$ cat src/rtl/mmc64_dma.sv
// mmc64_dma: MMC64-style SD/MMC SPI host register file with a block DMA engine.
// Block reads move data card->RAM and block writes move RAM->card. The block
// length, the poll timeout and the last CRC and data-response bytes are visible
// through the register file.
//
// Ports:
//   clk, reset            system clock; synchronous active-high reset
//   a, d_d, d_q           register select, bus write data, registered read data
//   read_strobe           one-cycle register read
//   write_strobe          one-cycle register write
//   spi_d, spi_q          byte to send to the card, byte received from it
//   spi_req, spi_ack      toggle handshake; a transfer is pending while they differ
//   spi_speed, spi_cs     SPI clock select, card chip select (active low)
//   wp, cd, exrom, game   status inputs
//   disable_exrom         control register bit 5
//   ram_a, ram_d, ram_q   DMA address, write data (last rx byte), read data
//   ram_we                1 = write to RAM (card->RAM), 0 = read from RAM
//   ram_req, ram_ack      toggle handshake, same rule as the SPI pair
module mmc64_dma #(
    parameter int RAM_A_BITS = 17,
    parameter int BLK_LOG2   = 9,
    parameter int POLL_LIMIT = 4095
) (
    input  logic                  clk,
    input  logic                  reset,
    input  logic [3:0]            a,
    input  logic [7:0]            d_d,
    output logic [7:0]            d_q,
    input  logic                  read_strobe,
    input  logic                  write_strobe,
    output logic [7:0]            spi_d,
    input  logic [7:0]            spi_q,
    output logic                  spi_req,
    input  logic                  spi_ack,
    output logic                  spi_speed,
    output logic                  spi_cs,
    input  logic                  wp,
    input  logic                  cd,
    input  logic                  exrom,
    input  logic                  game,
    output logic                  disable_exrom,
    output logic [RAM_A_BITS-1:0] ram_a,
    output logic [7:0]            ram_d,
    input  logic [7:0]            ram_q,
    output logic                  ram_we,
    output logic                  ram_req,
    input  logic                  ram_ack
);

    localparam logic [11:0] POLL_MAX = 12'(POLL_LIMIT);

    typedef enum logic [3:0] {
        IDLE, R_TOK, R_DAT, R_INC, R_CRC,
        W_GAP, W_TOK, W_RD, W_SND, W_CRC, W_RSP, W_BSY
    } state_t;

    state_t              state_q, state_d;
    logic                ph_q, ph_d;           // second half of a two-step state
    logic [7:0]          rdata_q, rdata_d;
    logic [7:0]          tx_q, tx_d;
    logic [7:0]          rx_q, rx_d;
    logic                ack_q, ack_d;
    logic                spi_req_q, spi_req_d;
    logic                ram_req_q, ram_req_d;
    logic                ram_we_q, ram_we_d;
    logic                cs_q, cs_d;
    logic                speed_q, speed_d;
    logic                exdis_q, exdis_d;
    logic                active_q, active_d;
    logic                trigger_q, trigger_d;
    logic [23:0]         ptr_q, ptr_d;
    logic [7:0]          blkcnt_q, blkcnt_d;
    logic [BLK_LOG2-1:0] bytecnt_q, bytecnt_d;
    logic [11:0]         poll_q, poll_d;
    logic                rd_fail_q, rd_fail_d;
    logic                wr_fail_q, wr_fail_d;
    logic                timeout_q, timeout_d;
    logic [7:0]          crc_lo_q, crc_lo_d;
    logic [7:0]          crc_hi_q, crc_hi_d;
    logic [7:0]          resp_q, resp_d;

    logic       busy, rd_busy, wr_busy, spi_busy, spi_idle, ram_idle, step, reg_wr3;
    logic       send_en, blk_end;
    logic [7:0] send_byte;
    logic [11:0] poll_inc;

    assign d_q           = rdata_q;
    assign spi_d         = tx_q;
    assign spi_req       = spi_req_q;
    assign spi_speed     = speed_q;
    assign spi_cs        = cs_q;
    assign disable_exrom = exdis_q;
    assign ram_a         = ptr_q[RAM_A_BITS-1:0];
    assign ram_d         = rx_q;
    assign ram_we        = ram_we_q;
    assign ram_req       = ram_req_q;

    assign rd_busy  = state_q inside {R_TOK, R_DAT, R_INC, R_CRC};
    assign wr_busy  = state_q inside {W_GAP, W_TOK, W_RD, W_SND, W_CRC, W_RSP, W_BSY};
    assign busy     = rd_busy | wr_busy;
    assign spi_busy = spi_req_q != spi_ack;
    // rx_q only holds the reply one cycle after the ack edge, so wait for ack_q too.
    assign spi_idle = (spi_req_q == spi_ack) && (ack_q == spi_ack);
    assign ram_idle = ram_req_q == ram_ack;
    assign reg_wr3  = write_strobe && (a == 4'h3);
    // A command-register write in the same cycle pre-empts the engine step.
    assign step     = busy && spi_idle && ram_idle && !reg_wr3;
    assign poll_inc = poll_q + 12'd1;

    always_comb begin
        state_d   = state_q;   ph_d      = ph_q;      rdata_d   = rdata_q;
        tx_d      = tx_q;      rx_d      = rx_q;      ack_d     = ack_q;
        spi_req_d = spi_req_q; ram_req_d = ram_req_q; ram_we_d  = ram_we_q;
        cs_d      = cs_q;      speed_d   = speed_q;   exdis_d   = exdis_q;
        active_d  = active_q;  trigger_d = trigger_q; ptr_d     = ptr_q;
        blkcnt_d  = blkcnt_q;  bytecnt_d = bytecnt_q; poll_d    = poll_q;
        rd_fail_d = rd_fail_q; wr_fail_d = wr_fail_q; timeout_d = timeout_q;
        crc_lo_d  = crc_lo_q;  crc_hi_d  = crc_hi_q;  resp_d    = resp_q;
        send_en   = 1'b0;      send_byte = 8'hFF;     blk_end   = 1'b0;

        if (spi_ack != ack_q) begin
            rx_d  = spi_q;
            ack_d = spi_ack;
        end

        if (step) begin
            case (state_q)
                R_TOK: begin
                    if (!ph_q) begin
                        send_en = 1'b1;
                        ph_d    = 1'b1;
                    end else if (rx_q == 8'hFE) begin
                        send_en   = 1'b1;
                        bytecnt_d = '1;
                        state_d   = R_DAT;
                    end else if (rx_q == 8'hFF) begin
                        if (poll_inc == POLL_MAX) begin
                            timeout_d = 1'b1;
                            rd_fail_d = 1'b1;
                            state_d   = IDLE;
                        end else begin
                            poll_d  = poll_inc;
                            send_en = 1'b1;
                        end
                    end else begin
                        rd_fail_d = 1'b1;
                        state_d   = IDLE;
                    end
                end
                R_DAT: begin
                    ram_we_d  = 1'b1;
                    ram_req_d = ~ram_req_q;
                    state_d   = R_INC;
                end
                R_INC: begin
                    ptr_d   = ptr_q + 24'd1;
                    send_en = 1'b1;
                    if (bytecnt_q == '0) begin
                        state_d = R_CRC;
                        ph_d    = 1'b0;
                    end else begin
                        bytecnt_d = bytecnt_q - 1'b1;
                        state_d   = R_DAT;
                    end
                end
                R_CRC: begin
                    // Card sends the CRC high byte first.
                    if (!ph_q) begin
                        crc_hi_d = rx_q;
                        send_en  = 1'b1;
                        ph_d     = 1'b1;
                    end else begin
                        crc_lo_d = rx_q;
                        blk_end  = 1'b1;
                    end
                end
                W_GAP: begin
                    send_en = 1'b1;
                    state_d = W_TOK;
                end
                W_TOK: begin
                    send_en   = 1'b1;
                    send_byte = 8'hFE;
                    bytecnt_d = '1;
                    state_d   = W_RD;
                end
                W_RD: begin
                    ram_we_d  = 1'b0;
                    ram_req_d = ~ram_req_q;
                    state_d   = W_SND;
                end
                W_SND: begin
                    send_en   = 1'b1;
                    send_byte = ram_q;
                    ptr_d     = ptr_q + 24'd1;
                    if (bytecnt_q == '0) begin
                        state_d = W_CRC;
                        ph_d    = 1'b0;
                    end else begin
                        bytecnt_d = bytecnt_q - 1'b1;
                        state_d   = W_RD;
                    end
                end
                W_CRC: begin
                    // Dummy CRC: two FF bytes.
                    send_en = 1'b1;
                    ph_d    = ~ph_q;
                    if (ph_q) state_d = W_RSP;
                end
                W_RSP: begin
                    if (!ph_q) begin
                        send_en = 1'b1;
                        ph_d    = 1'b1;
                    end else begin
                        resp_d = rx_q;
                        ph_d   = 1'b0;
                        if (rx_q[4:0] == 5'h05) begin
                            poll_d  = '0;
                            state_d = W_BSY;
                        end else begin
                            wr_fail_d = 1'b1;
                            state_d   = IDLE;
                        end
                    end
                end
                W_BSY: begin
                    if (!ph_q) begin
                        send_en = 1'b1;
                        ph_d    = 1'b1;
                    end else if (rx_q == 8'hFF) begin
                        blk_end = 1'b1;
                    end else if (poll_inc == POLL_MAX) begin
                        timeout_d = 1'b1;
                        wr_fail_d = 1'b1;
                        state_d   = IDLE;
                    end else begin
                        poll_d  = poll_inc;
                        send_en = 1'b1;
                    end
                end
                default: state_d = IDLE;
            endcase
        end

        // blkcnt 0 wraps to FF, i.e. a 256-block transfer.
        if (blk_end) begin
            blkcnt_d = blkcnt_q - 8'd1;
            poll_d   = '0;
            ph_d     = 1'b0;
            if (blkcnt_q == 8'd1) state_d = IDLE;
            else                  state_d = rd_busy ? R_TOK : W_GAP;
        end

        if (read_strobe) begin
            case (a)
                4'h0: rdata_d = rx_q;
                4'h1: rdata_d = {active_q, trigger_q, exdis_q, 2'b00, speed_q, cs_q, 1'b1};
                4'h2: rdata_d = {3'b000, wp, cd, exrom, game, spi_busy};
                4'h3: rdata_d = {3'b000, timeout_q, wr_fail_q, rd_fail_q, wr_busy, rd_busy};
                4'h4: rdata_d = blkcnt_q;
                4'h5: rdata_d = ptr_q[7:0];
                4'h6: rdata_d = ptr_q[15:8];
                4'h7: rdata_d = ptr_q[23:16];
                4'h8: rdata_d = crc_lo_q;
                4'h9: rdata_d = crc_hi_q;
                4'hA: rdata_d = resp_q;
                default: rdata_d = 8'hFF;
            endcase
            if (a == 4'h0 && !busy && !active_q && trigger_q) send_en = 1'b1;
        end

        if (write_strobe) begin
            case (a)
                4'h0: if (!busy) begin
                    if (!active_q && !trigger_q) begin
                        send_en   = 1'b1;
                        send_byte = d_d;
                    end else begin
                        tx_d = d_d;
                    end
                end
                4'h1: begin
                    active_d  = d_d[7];
                    trigger_d = d_d[6];
                    exdis_d   = d_d[5];
                    speed_d   = d_d[2];
                    cs_d      = d_d[1];
                end
                4'h3: begin
                    if (!busy && (d_d[0] || d_d[1])) begin
                        state_d   = d_d[0] ? R_TOK : W_GAP;
                        ph_d      = 1'b0;
                        poll_d    = '0;
                        rd_fail_d = 1'b0;
                        wr_fail_d = 1'b0;
                        timeout_d = 1'b0;
                    end else if (busy && d_d[1:0] == 2'b00) begin
                        state_d   = IDLE;
                        rd_fail_d = rd_fail_q | rd_busy;
                        wr_fail_d = wr_fail_q | wr_busy;
                    end
                end
                4'h4: if (!busy) blkcnt_d = d_d;
                4'h5: if (!busy) ptr_d[7:0]   = d_d;
                4'h6: if (!busy) ptr_d[15:8]  = d_d;
                4'h7: if (!busy) ptr_d[23:16] = d_d;
                default: ;
            endcase
        end

        if (send_en) begin
            tx_d      = send_byte;
            spi_req_d = ~spi_req_q;
        end
    end

    always_ff @(posedge clk) begin
        if (reset) begin
            state_q   <= IDLE;     ph_q      <= 1'b0;     rdata_q   <= 8'hFF;
            tx_q      <= 8'hFF;    rx_q      <= 8'hFF;    ack_q     <= spi_ack;
            spi_req_q <= spi_ack;  ram_req_q <= ram_ack;  ram_we_q  <= 1'b1;
            cs_q      <= 1'b1;     speed_q   <= 1'b0;     exdis_q   <= 1'b0;
            active_q  <= 1'b0;     trigger_q <= 1'b0;     ptr_q     <= '0;
            blkcnt_q  <= '0;       bytecnt_q <= '0;       poll_q    <= '0;
            rd_fail_q <= 1'b0;     wr_fail_q <= 1'b0;     timeout_q <= 1'b0;
            crc_lo_q  <= '0;       crc_hi_q  <= '0;       resp_q    <= '0;
        end else begin
            state_q   <= state_d;   ph_q      <= ph_d;      rdata_q   <= rdata_d;
            tx_q      <= tx_d;      rx_q      <= rx_d;      ack_q     <= ack_d;
            spi_req_q <= spi_req_d; ram_req_q <= ram_req_d; ram_we_q  <= ram_we_d;
            cs_q      <= cs_d;      speed_q   <= speed_d;   exdis_q   <= exdis_d;
            active_q  <= active_d;  trigger_q <= trigger_d; ptr_q     <= ptr_d;
            blkcnt_q  <= blkcnt_d;  bytecnt_q <= bytecnt_d; poll_q    <= poll_d;
            rd_fail_q <= rd_fail_d; wr_fail_q <= wr_fail_d; timeout_q <= timeout_d;
            crc_lo_q  <= crc_lo_d;  crc_hi_q  <= crc_hi_d;  resp_q    <= resp_d;
        end
    end

endmodule

$ cat config.mk
export PLATFORM = sky130hd
export DESIGN_NAME = mmc64_dma
export DESIGN_NICKNAME = d
export VERILOG_FILES = /design/src/rtl/mmc64_dma.sv
export SDC_FILE = /design/constraint.sdc
export NUM_CORES = 1
export LEC_CHECK = 0
export CORE_MARGIN = 2
export CORE_UTILIZATION = 62
export DETAILED_ROUTE_END_ITERATION = 8
export PLACE_DENSITY_LB_ADDON = 0.1
export REMOVE_ABC_BUFFERS = 1
export SYNTH_ARGS = -nofsm -noshare
export SYNTH_HDL_FRONTEND = slang
export SYNTH_SLANG_ARGS = --single-unit
$ cat constraint.sdc
create_clock -name clk -period 3.9 [get_ports clk]
set_input_delay 0.39 -clock clk [delete_from_list [all_inputs] [get_ports clk]]
set_output_delay 0.39 -clock clk [all_outputs]
set_load 0.02 [all_outputs]
== Yosys cells after proc, flatten, opt, wreduce, memory -nomap -nowiden ==
Cells that the tools add are included.
Storage, ports and cells
  output and inout bits: 47
  register bits: 118
  input port bits: 38
  word-level logic and storage cells: 243
Operators by class
  eq/ne operators: 36
  reductions and logical operators: 42
  add/sub/neg operators: 4
  multiplexer cells: 131
  bitwise operators: 6
Operators with widths (count)
  two-way mux 8 bit: 20
  two-way mux 12 bit: 13
  one-hot mux 8 bit (11 select lines): 1
  two-way mux 24 bit: 3
  two-way mux 4 bit: 16
  two-way mux 1 bit: 61
  one-hot mux 4 bit (11 select lines): 1
  one-hot mux 12 bit (3 select lines): 1
  equality test 4 x 3 -> 1 bit (second input constant): 8
  equality test 4 bit (second input constant): 7
  two-way mux 9 bit: 3
  one-hot mux 9 bit (3 select lines): 1
  adder 24 x 1 -> 24 bit (second input constant): 1
  equality test 4 x 2 -> 1 bit (second input constant): 4
  equality test 8 bit (second input constant): 2
  one-hot mux 8 bit (2 select lines): 1
  nonzero test 2 bit: 7
  adder 12 x 1 -> 12 bit (second input constant): 1
  equality test 12 bit (second input constant): 1
  two-way mux 3 bit: 4
  logical AND 1 bit: 11
  zero test 9 bit: 1
  AND reduction 3 bit: 3
  subtractor 9 x 1 -> 9 bit (second input constant): 1
  other kinds (25): 47

== Longest topological paths before layout ==
Gate-level depths: netlist of the first run.
  word-level depth: 16
  depth in mapped cells: 9

== Least setup slack after synthesis of the first run ==
OpenSTA, ideal clock, no wires.
  kind: reg2reg
  start point: register spi_req_q (netlist: spi_req)
  end point: register resp_q[0]
  path slack: 1533 ps
  data arrival time: 2240 ps
  cell stages (with the launch flop): 8
  required time: 3772 ps
  setup time: 128 ps
  path buffers: 1
  path through: edfxtp_1 or3_1 a21oi_1 and2_1 buf_2 nand4_1 mux2i_1 nor2_1
Between the ends
  cells in the longest elaborated chain, start to end: 6
RTL lines
  start: declaration: line 63  | logic spi_req_q, spi_req_d;
  start signal: assignment: line 330  | spi_req_q <= spi_req_d; ram_req_q <= ram_req_d; ram_we_q <= ram_we_d;
  equality test 1 bit: line 103  | assign spi_idle = (spi_req_q == spi_ack) && (ack_q == spi_ack);
  logical AND 1 bit: line 103
  logical AND 1 bit (3 in a row): line 107  | assign step = busy && spi_idle && ram_idle && !reg_wr3;
  AND reduction 3 bit (no source line)
  end signal: assignment: line 335  | crc_lo_q <= crc_lo_d; crc_hi_q <= crc_hi_d; resp_q <= resp_d;
  end: declaration: line 80  | logic [7:0] resp_q, resp_d;
No other way between the ends.
A chain may end at the register's enable or synchronous reset.

== Worst setup path in the final report of the first run ==
  start point: register state_q[0]
  end point: register ptr_q[10]
Between the ends
  cells in the longest elaborated chain, start to end: 10
  elaborated cells between the ends (all ways): 23
RTL lines
  start: declaration: line 57  | state_t state_q, state_d;
  start signal: assignment: line 328  | state_q <= state_d; ph_q <= ph_d; rdata_q <= rdata_d;
  equality test 4 x 3 -> 1 bit (tied with other cells): line 99  | assign wr_busy = state_q inside {W_GAP, W_TOK, W_RD, W_SND, W_CRC, W_RSP, W_BSY};
  nonzero test 7 bit / nonzero test 4 bit (equally long branches): line 99, 98
  bitwise OR 1 bit: line 100  | assign busy = rd_busy | wr_busy;
  logical AND 1 bit (3 in a row): line 107
  two-way mux 24 bit: line 126  | if (step) begin
  two-way mux 8 bit: line 305  | 4'h6: if (!busy) ptr_d[15:8] = d_d;
  two-way mux 8 bit: line 273  | case (a)
  two-way mux 24 bit *: line 272  | if (write_strobe) begin
  end signal: assignment: line 332  | active_q <= active_d; trigger_q <= trigger_d; ptr_q <= ptr_d;
  end: declaration: line 71  | logic [23:0] ptr_q, ptr_d;
Mark *: on every way between the ends. The rest lies on a longest branch, timed or not.

==> impl_metrics.ini, run 1 <==
[run_status]
outcome = finished clean

[cts]
htree_levels = 4
cts.sinks = 118
cts.reportedPaths.clkPinSlew_ns = 0.06
cts_setup_buffers = 0
cts_buffers = 17
cts_tree = yes
clk_latency_ns = 0.43
hold_buffers = 0
clockRootBuffer = clkbuf_16
clock_path_buffers = 2
cts_resized = 0

[drt]
drt-total-wl_mm = 24.2
wl_met3_mm = 2.45
routed-wl-met2_mm = 11.3
vias = 7798
vias_per_cell = 6.82
ant_nets = 0
met1Wirelength_mm = 9.74
post_drt_wl_per_cell_microns = 21.1
routed.top_layer = met4
drc = 0
firstDrtPassIters = 6
drt-initial-drc-count = 919

[finish]
final_net_count = 1027
syn2layout_area_growth_pct = 18.0
diodes = 0
drive_gt1_share_pct = 8.94
design_area_sq_mm = 0.00892
final_util_pct = 74.6

[worst_setup_path]
path_buf_inv = 1
critPathRequiredTime_ns = 4.23
start_kind = register
cp_num_cells = 7
reg2reg_slack_ns = 0.70
crit_path_frequent_cell = a211oi_1
r2r-end = ptr_q[10]
worstPathCellList = buf_4, or3b_1, a211oi_1, nand4_1, nor3_1, xnor2_1, a211oi_1
crit_path_max_fanout = 19
worstReg2RegStart = state_q[0]
worstSetupPathType = register to register
critPathLaunch = state_q[0]
end_kind = register
crit_end = ptr_q[10]
max_stage_delay_ns = 0.57
r2r_cells = 7
cp_data_arrival_time_ns = 3.53
slowest_stage = nand4_1
path_delay_family = simple AND/OR/NAND/NOR gates

[sta]
fin_hold_ws_ns = 0.417
rsz0062_at_grt = no
clock.fmax_mhz = 312
fin_tns_setup_ns = 0
skew_ns = 0.0130
slew_headroom_pct = 17.6
fin_crit_ns = 3.20
finalCritPeriodShare_pct = 82.1
setup_viol = 0
final_hold_viol_count = 0
worst_slew_pin_slew_ns = 1.23
drv_slew = 0

[floorplanning]
core-area_sq_mm = 0.0120
start_util_pct = 63.2
rows = 40
io_pins = 85
dieWidth_microns = 114
die_area_sq_mm = 0.0131
die_h_microns = 114

[global_routing]
grt_pass1_vias = 7329
grt_max_degree = 72
grt_first_pass_wirelength_mm = 38.0
track_usage_pct = 37.0
antenna_found_initial = 0
gr-total-overflow = 0

[power_and_ir_drop]
vdd_drop_max_uv = 349
pwr-share-comb_pct = 10.8
p_sw_uw = 901
switching_share_pct = 27.4
clkPwrFrac_pct = 49.9
power.internal_uw = 2390
power_uw = 3290
p_seq_share_pct = 39.2
p_leak_uw = 0.00336
power_density_mw_per_mm2 = 369

[logic_synthesis]
synth_area_per_cell_sq_um = 8.04
ys.flop_type = dfxtp_1
synth_edf_count = 3
ys_warn_count = 0
synth_cell_types = 84
yosys-top-cells-area = dfxtp_1 30%, nor2_1 5.7%, mux2i_1 4.6%
syn_inst = 940
ys_ff_latch = 118
synth_top_area_share_pct = 30.4
yosysSeqAreaShare_pct = 31.6
synth_top_area_cell = dfxtp_1
syn_area_sq_mm = 0.00756
async_flop_share_pct = 0

[place]
place.gp.congestion = 1.04
io_buffers = 84
hpwl_mm = 16.9
placed_cell_area_sq_mm = 0.00831

[run]
cap_violations = 0

[worst_hold_path]
hold_class = input port to register
worstHoldPathCells = 2
==> layout make-up <==
| class | count | area, sq um |
|---|---|---|
| clock buffer | 19 | 454 |
| clock inverter | 13 | 159 |
| fill | 939 | 3040 |
| inverter | 26 | 97.6 |
| multi-input combinational | 707 | 4580 |
| sequential | 118 | 2390 |
| tap | 147 | 184 |
| timing repair buffer | 113 | 1060 |
==> worst register-to-register path: cells and delay by family, from the launching register on <==
family                    cells  cell delay [ns]
and+or+nand+nor               3             1.41
AOI/OAI and AO/OA             2             0.74
DFF                           1             0.53
buffers and inverters         1             0.30
xor gates and xnor gates      1             0.12
==> power groups by stage <==
stage / logic, uW / registers [uW] / clock network (uW)
6_report: 357 / 1290 / 1640
2_1_floorplan: 133 / 1330 / 0
3_5_place_dp: 349 / 1320 / 0
4_1_cts: 351 / 1290 / 1650
3_3_place_gp: 342 / 1310 / 0
5_1_grt: 380 / 1300 / 1700
==> per-layer routing <==
layer,GRT usage [%],vias to the layer above
met5,0,-
met4,15.4,0
met3,8.52,63
met2,60.2,502
met1,47.4,3646
li1,-,3587
==> through the flow <==
stage	cells	setup WS (ns)
floorplan	851	1.15
global placement	1111	0.856
detailed placement	1111	0.792
CTS	1143	0.884
global route	1143	0.542
finish	1143	0.699
==> state kept, by name, summed over array words and instances (netlist names), 4 cells and up <==
name       cells
ram_d          8
crc_hi_q       8
blkcnt_q       8
state_q        4
bytecnt_q      9
poll_q        12
ptr_q         24
crc_lo_q       8
spi_d          8
d_q            8
resp_q         8
==> cells in the final DEF, fill, tap and decap left out, types with 6 or more instances in the layout <==
master / n
a211o_1: 11
ha_1: 6
buf_4: 30
o21ai_0: 36
clkbuf_16: 18
nand3_1: 37
nand2_1: 50
nor2b_1: 13
and3_1: 14
inv_1: 26
a21oi_1: 54
inv_6: 7
a31oi_1: 18
nand4_1: 18
and4_1: 10
nor4_1: 16
or3_1: 9
mux2i_1: 35
nor2_1: 114
a221o_1: 7
xor2_1: 13
nor3b_1: 6
o31ai_1: 12
and2_1: 14
clkdlybuf4s50_1: 83
dfxtp_1: 115
a211oi_1: 32
xnor2_1: 22
nand2b_1: 10
a311oi_1: 13
o32a_1: 7
nor3_1: 26
==> cell usage after synthesis, drive strengths merged, types with 11 or more instances <==
cell type  instances
xor2              13
nand2             51
nor2             114
and2              14
nor4              19
and3              15
nand4             18
buf               47
o31ai             12
a211oi            34
nor2b             13
nor3              28
xnor2             22
mux2i             35
a31oi             18
a311oi            13
o21ai             40
a21oi             54
a211o             11
clkbuf            42
inv               26
nand3             37
dfxtp            115
==> cell families after synthesis <==
family,synth area share (%)
AOI/OAI and AO/OA,23.8
xor gates and xnor gates,4.05
adders and majority gates,0.993
buffers and inverters,7.78
DFF,31.6
muxes,6.12
and+or+nand+nor,25.6
==> how the worst min path moves through the flow <==
stage                      startpoint           to
after CTS                       reset     active_q
after global placement    crc_lo_q[6]  crc_lo_q[6]
after detailed placement    timeout_q    timeout_q
final                           reset     active_q
after global routing            reset    trigger_q
after floorplan             timeout_q    timeout_q
No activity file was read; power rests on OpenSTA's default activity.
==> run 2, diff against run 1 <==
- CORE_UTILIZATION: 62 -> 57
- clock period: 3.9 -> 3 ns (I/O delays scaled with it)
==> impl_metrics.ini, run 2 (synthesized netlist as in run 1, its figures left out) <==
[cts]
cts_resized = 0
hold_buffers = 0
clock_path_buffers = 2
cts_buffers = 17
cts.reportedPaths.clkPinSlew_ns = 0.06
htree_levels = 4
clk_latency_ns = 0.43
clockRootBuffer = clkbuf_16
cts_tree = yes
cts.sinks = 118
cts_setup_buffers = 0

[floorplanning]
die_h_microns = 119
rows = 42
die_area_sq_mm = 0.0142
start_util_pct = 57.8
core-area_sq_mm = 0.0131
dieWidth_microns = 119
io_pins = 85

[place]
hpwl_mm = 17.2
io_buffers = 84
place.gp.congestion = 0.988
dp_cells = 1161
pre_cts_ws_ns = 0.285

[run]
cap_violations = 0

[worst_setup_path]
start_kind = register
end_kind = register
worstSetupPathType = register to register
critPathRequiredTime_ns = 3.32
cp_data_arrival_time_ns = 2.96
crit_path_max_fanout = 6

[sta]
skew_ns = 0.00960
rsz0062_at_grt = no
clock.fmax_mhz = 379
setup_viol = 0
worst_slew_pin_slew_ns = 0.834
fin_tns_setup_ns = 0
fin_hold_ws_ns = 0.399
drv_slew = 0
fin_crit_ns = 2.64
setup_slack_ns = 0.362
slew_headroom_pct = 43.9
final_hold_viol_count = 0
finalCritPeriodShare_pct = 87.9

[drt]
routed.top_layer = met4
post_drt_wl_per_cell_microns = 20.4
routed-wl-met2_mm = 11.3
firstDrtPassIters = 5
wl_met3_mm = 2.01
vias = 7828
ant_nets = 0
drc = 0
drt-total-wl_mm = 24.4
met1Wirelength_mm = 10.2
vias_per_cell = 6.56
drt-initial-drc-count = 849

[power_and_ir_drop]
p_leak_uw = 0.00343
pwr-share-comb_pct = 12.2
clkPwrFrac_pct = 46.6
p_sw_uw = 1150
power_density_mw_per_mm2 = 448
power.internal_uw = 2910
p_seq_share_pct = 41.2
switching_share_pct = 28.4
vdd_drop_max_uv = 342

[finish]
layout_commonest_cell = dfxtp_1
largest_reg_flops = 24
fill_cells = 1069
drive_gt1_share_pct = 10.9
register_area_sq_mm = 0.00239
instances_no_fill = 1193
syn2layout_area_growth_pct = 20.0
multiInputGateArea_sq_mm = 0.00458
largest_register = ptr_q
diodes = 0
top_regs = ptr_q (24), poll_q (12), bytecnt_q (9)
final_net_count = 1048
final_cell_mix = 115 x dfxtp_1, 114 x nor2_1, 83 x clkdlybuf4s50_1

[worst_hold_path]
hold_class = input port to register

[global_routing]
grt_max_degree = 62
gr-total-overflow = 0
track_usage_pct = 33.9
grt_pass1_vias = 7116
grt_first_pass_wirelength_mm = 38.3
antenna_found_initial = 0

[run_status]
outcome = finished clean
[run 2: changes by cell type in the layout (fill, tap and decap cells not counted)]
cell	change
clkbuf_1	-1
bufinv_16	-2
buf_4	+19
inv_8	-1
clkinv_4	+1
clkbuf_16	-1
clkinvlp_4	+3
clkinv_2	+4
buf_12	+2
inv_6	-4
clkbuf_8	+1
[run 2: metal layers]
layer,vias to the layer above,track usage (%)
li1,3619,-
met1,3680,44.0
met2,453,55.2
met3,76,7.38
met4,0,12.7
met5,-,0
[run 2: metrics by stage]
step | total power [uW] | utilization (%) | instance area [sq um]
floorplan | 1900 | - | 7070
detailed placement | 2190 | 65.2 | 8530
global route | 4170 | 69.3 | 9070
global placement | 2180 | 65.2 | 8530
finish | 4060 | 69.3 | 9070
CTS | 4070 | 69.3 | 9070
[run 2: area by class of cell]
cell class	count	area share [%]
multi-input cells	707	50.5
flip-flops and latches	118	26.4
clock buffers	18	4.84
well taps	176	2.43
inverters	26	1.08
clock inverters	14	1.14
repair buffers	134	13.7
[run 2: worst max-delay path, stage by stage (launching register included)]
cell      delay [ns]
dfxtp_1         0.42
ha_1            0.32
xor2_1          0.30
nand2_1         0.15
or4_1           0.52
a31oi_1         0.30
nor2_1          0.19
a311oi_1        0.34
[run 2: worst paths after layout]
check,to,start,cells after the start,slack [ns]
max reg2reg,poll_q[3],poll_q[0],7,0.36
min reg2reg,resp_q[0],resp_q[0],2,0.49
max,poll_q[3],poll_q[0],7,0.36
min,trigger_q,reset,2,0.40
[run 2: power groups by stage]
stage                     clock network (uW)  registers, uW  logic [uW]
after floorplan                            0           1730         173
after global placement                     0           1700         480
after detailed placement                   0           1700         486
after global routing                    1960           1680         528
after CTS                               1900           1670         491
final                                   1900           1670         495
==> run 3, diff against run 2 <==
- GPL_ROUTABILITY_DRIVEN: not set -> 0
==> impl_metrics.ini, run 3 (synthesized netlist as in run 1, its figures left out) <==
[worst_hold_path]
hold_end = disable_exrom
hold_class = input port to register
worstHoldPathCells = 2
min_from = reset

[worst_setup_path]
worstPathCellList = ha_1, xor2_1, nand2_1, or4_1, a31oi_1, nor2_1, a311oi_1
start_kind = register
reg2reg_slack_ns = 0.30
crit_path_max_fanout = 6
critPathRequiredTime_ns = 3.30
end_kind = register
r2r_cells = 7
r2r-end = poll_q[3]
cp_data_arrival_time_ns = 3.00
max_stage_delay_ns = 0.54
worstSetupPathType = register to register
slowest_stage = or4_1
worstReg2RegStart = poll_q[0]

[sta]
final_hold_viol_count = 0
skew_ns = 0.00879
setup_viol = 0
rsz0062_at_grt = no
drv_slew = 0
finalCritPeriodShare_pct = 89.9
clock.fmax_mhz = 371
worst_slew_pin_slew_ns = 0.817
fin_crit_ns = 2.70
slew_headroom_pct = 45.1
fin_tns_setup_ns = 0

[drt]
firstDrtPassIters = 6
drc = 0
ant_nets = 0
vias_per_cell = 6.61
post_drt_wl_per_cell_microns = 20.0
drt-total-wl_mm = 23.8
vias = 7870
drt-initial-drc-count = 825

[floorplanning]
start_util_pct = 57.8
core-area_sq_mm = 0.0131
io_pins = 85
die_h_microns = 119
dieWidth_microns = 119
die_area_sq_mm = 0.0142
rows = 42

[finish]
final_net_count = 1046
instances_no_fill = 1191
top_regs = ptr_q (24), poll_q (12), bytecnt_q (9)
largest_register = ptr_q
fill_cells = 1050
layout_commonest_cell = dfxtp_1
diodes = 0
syn2layout_area_growth_pct = 20.4
final_util_pct = 69.6
final_cell_mix = 115 x dfxtp_1, 114 x nor2_1, 83 x clkdlybuf4s50_1
design_area_sq_mm = 0.00910
drive_gt1_share_pct = 10.5
largest_reg_flops = 24

[cts]
cts.sinks = 118
cts.reportedPaths.clkPinSlew_ns = 0.06
cts_tree = yes
cts_resized = 0
clock_path_buffers = 2
cts_setup_buffers = 0
clk_latency_ns = 0.43
hold_buffers = 0
clockRootBuffer = clkbuf_16
cts_buffers = 17
htree_levels = 4

[global_routing]
antenna_found_initial = 0
track_usage_pct = 33.7
gr-total-overflow = 0
grt_first_pass_wirelength_mm = 38.2
grt_max_degree = 49
grt_pass1_vias = 7304

[run_status]
outcome = finished clean

[place]
placed_cell_area_sq_mm = 0.00850
dp_cells = 1159
hpwl_mm = 16.8
io_buffers = 84

[power_and_ir_drop]
power_uw = 4250
vdd_drop_max_uv = 393
p_leak_uw = 0.00343
power_density_mw_per_mm2 = 467

[run]
cap_violations = 0
## run 3: through the flow
step / hold slack, ns / worst slack, ns
floorplan: 0.369 / 0.252
global placement: 0.472 / 0.400
detailed placement: 0.478 / 0.314
CTS: 0.329 / 0.378
global route: 0.375 / 0.178
finish: 0.326 / 0.304
## run 3: area by class of cell
class / count / area [sq um] / area share, %
Clock buffer: 20 / 447 / 4.91
Clock inverter: 12 / 154 / 1.69
Inverter: 26 / 97.6 / 1.07
Multi-Input combinational cell: 707 / 4580 / 50.3
Sequential cell: 118 / 2390 / 26.3
Tap cell: 176 / 220 / 2.42
Timing Repair Buffer: 132 / 1210 / 13.3
## run 3: worst max-delay path by stage
| stage | startpoint | end |
|---|---|---|
| after floorplan | spi_req | resp_q[0] |
| after global placement | a[3] | spi_d[3] |
| after detailed placement | a[3] | poll_q[3] |
| after CTS | poll_q[0] | poll_q[3] |
| after global routing | poll_q[0] | poll_q[3] |
| final | poll_q[0] | poll_q[3] |
## run 3: per-layer routing
metal / vias to the layer above / GRT usage [%] / part of all wire (%)
li1: 3608 / - / -
met1: 3745 / 43.9 / 41
met2: 449 / 53.3 / 46
met3: 68 / 8.57 / 9.5
met4: 0 / 14.0 / 3.4
met5: - / 0 / 0
## run 3: critical path: cells and delay by family (launching register included)
kind | cells | cell delay, ns
DFF | 1 | 0.41
and+or+nand+nor | 3 | 0.87
AOI/OAI and AO/OA | 2 | 0.66
xor gates and xnor gates | 1 | 0.30
adders and majority gates | 1 | 0.34
## run 3: where the power goes
group	internal, uW	switching [uW]	leakage [uW]
registers	1610	60.9	0.000962
logic	214	272	0.00218
clock network	1330	766	0.000286
total	3150	1100	0.00343
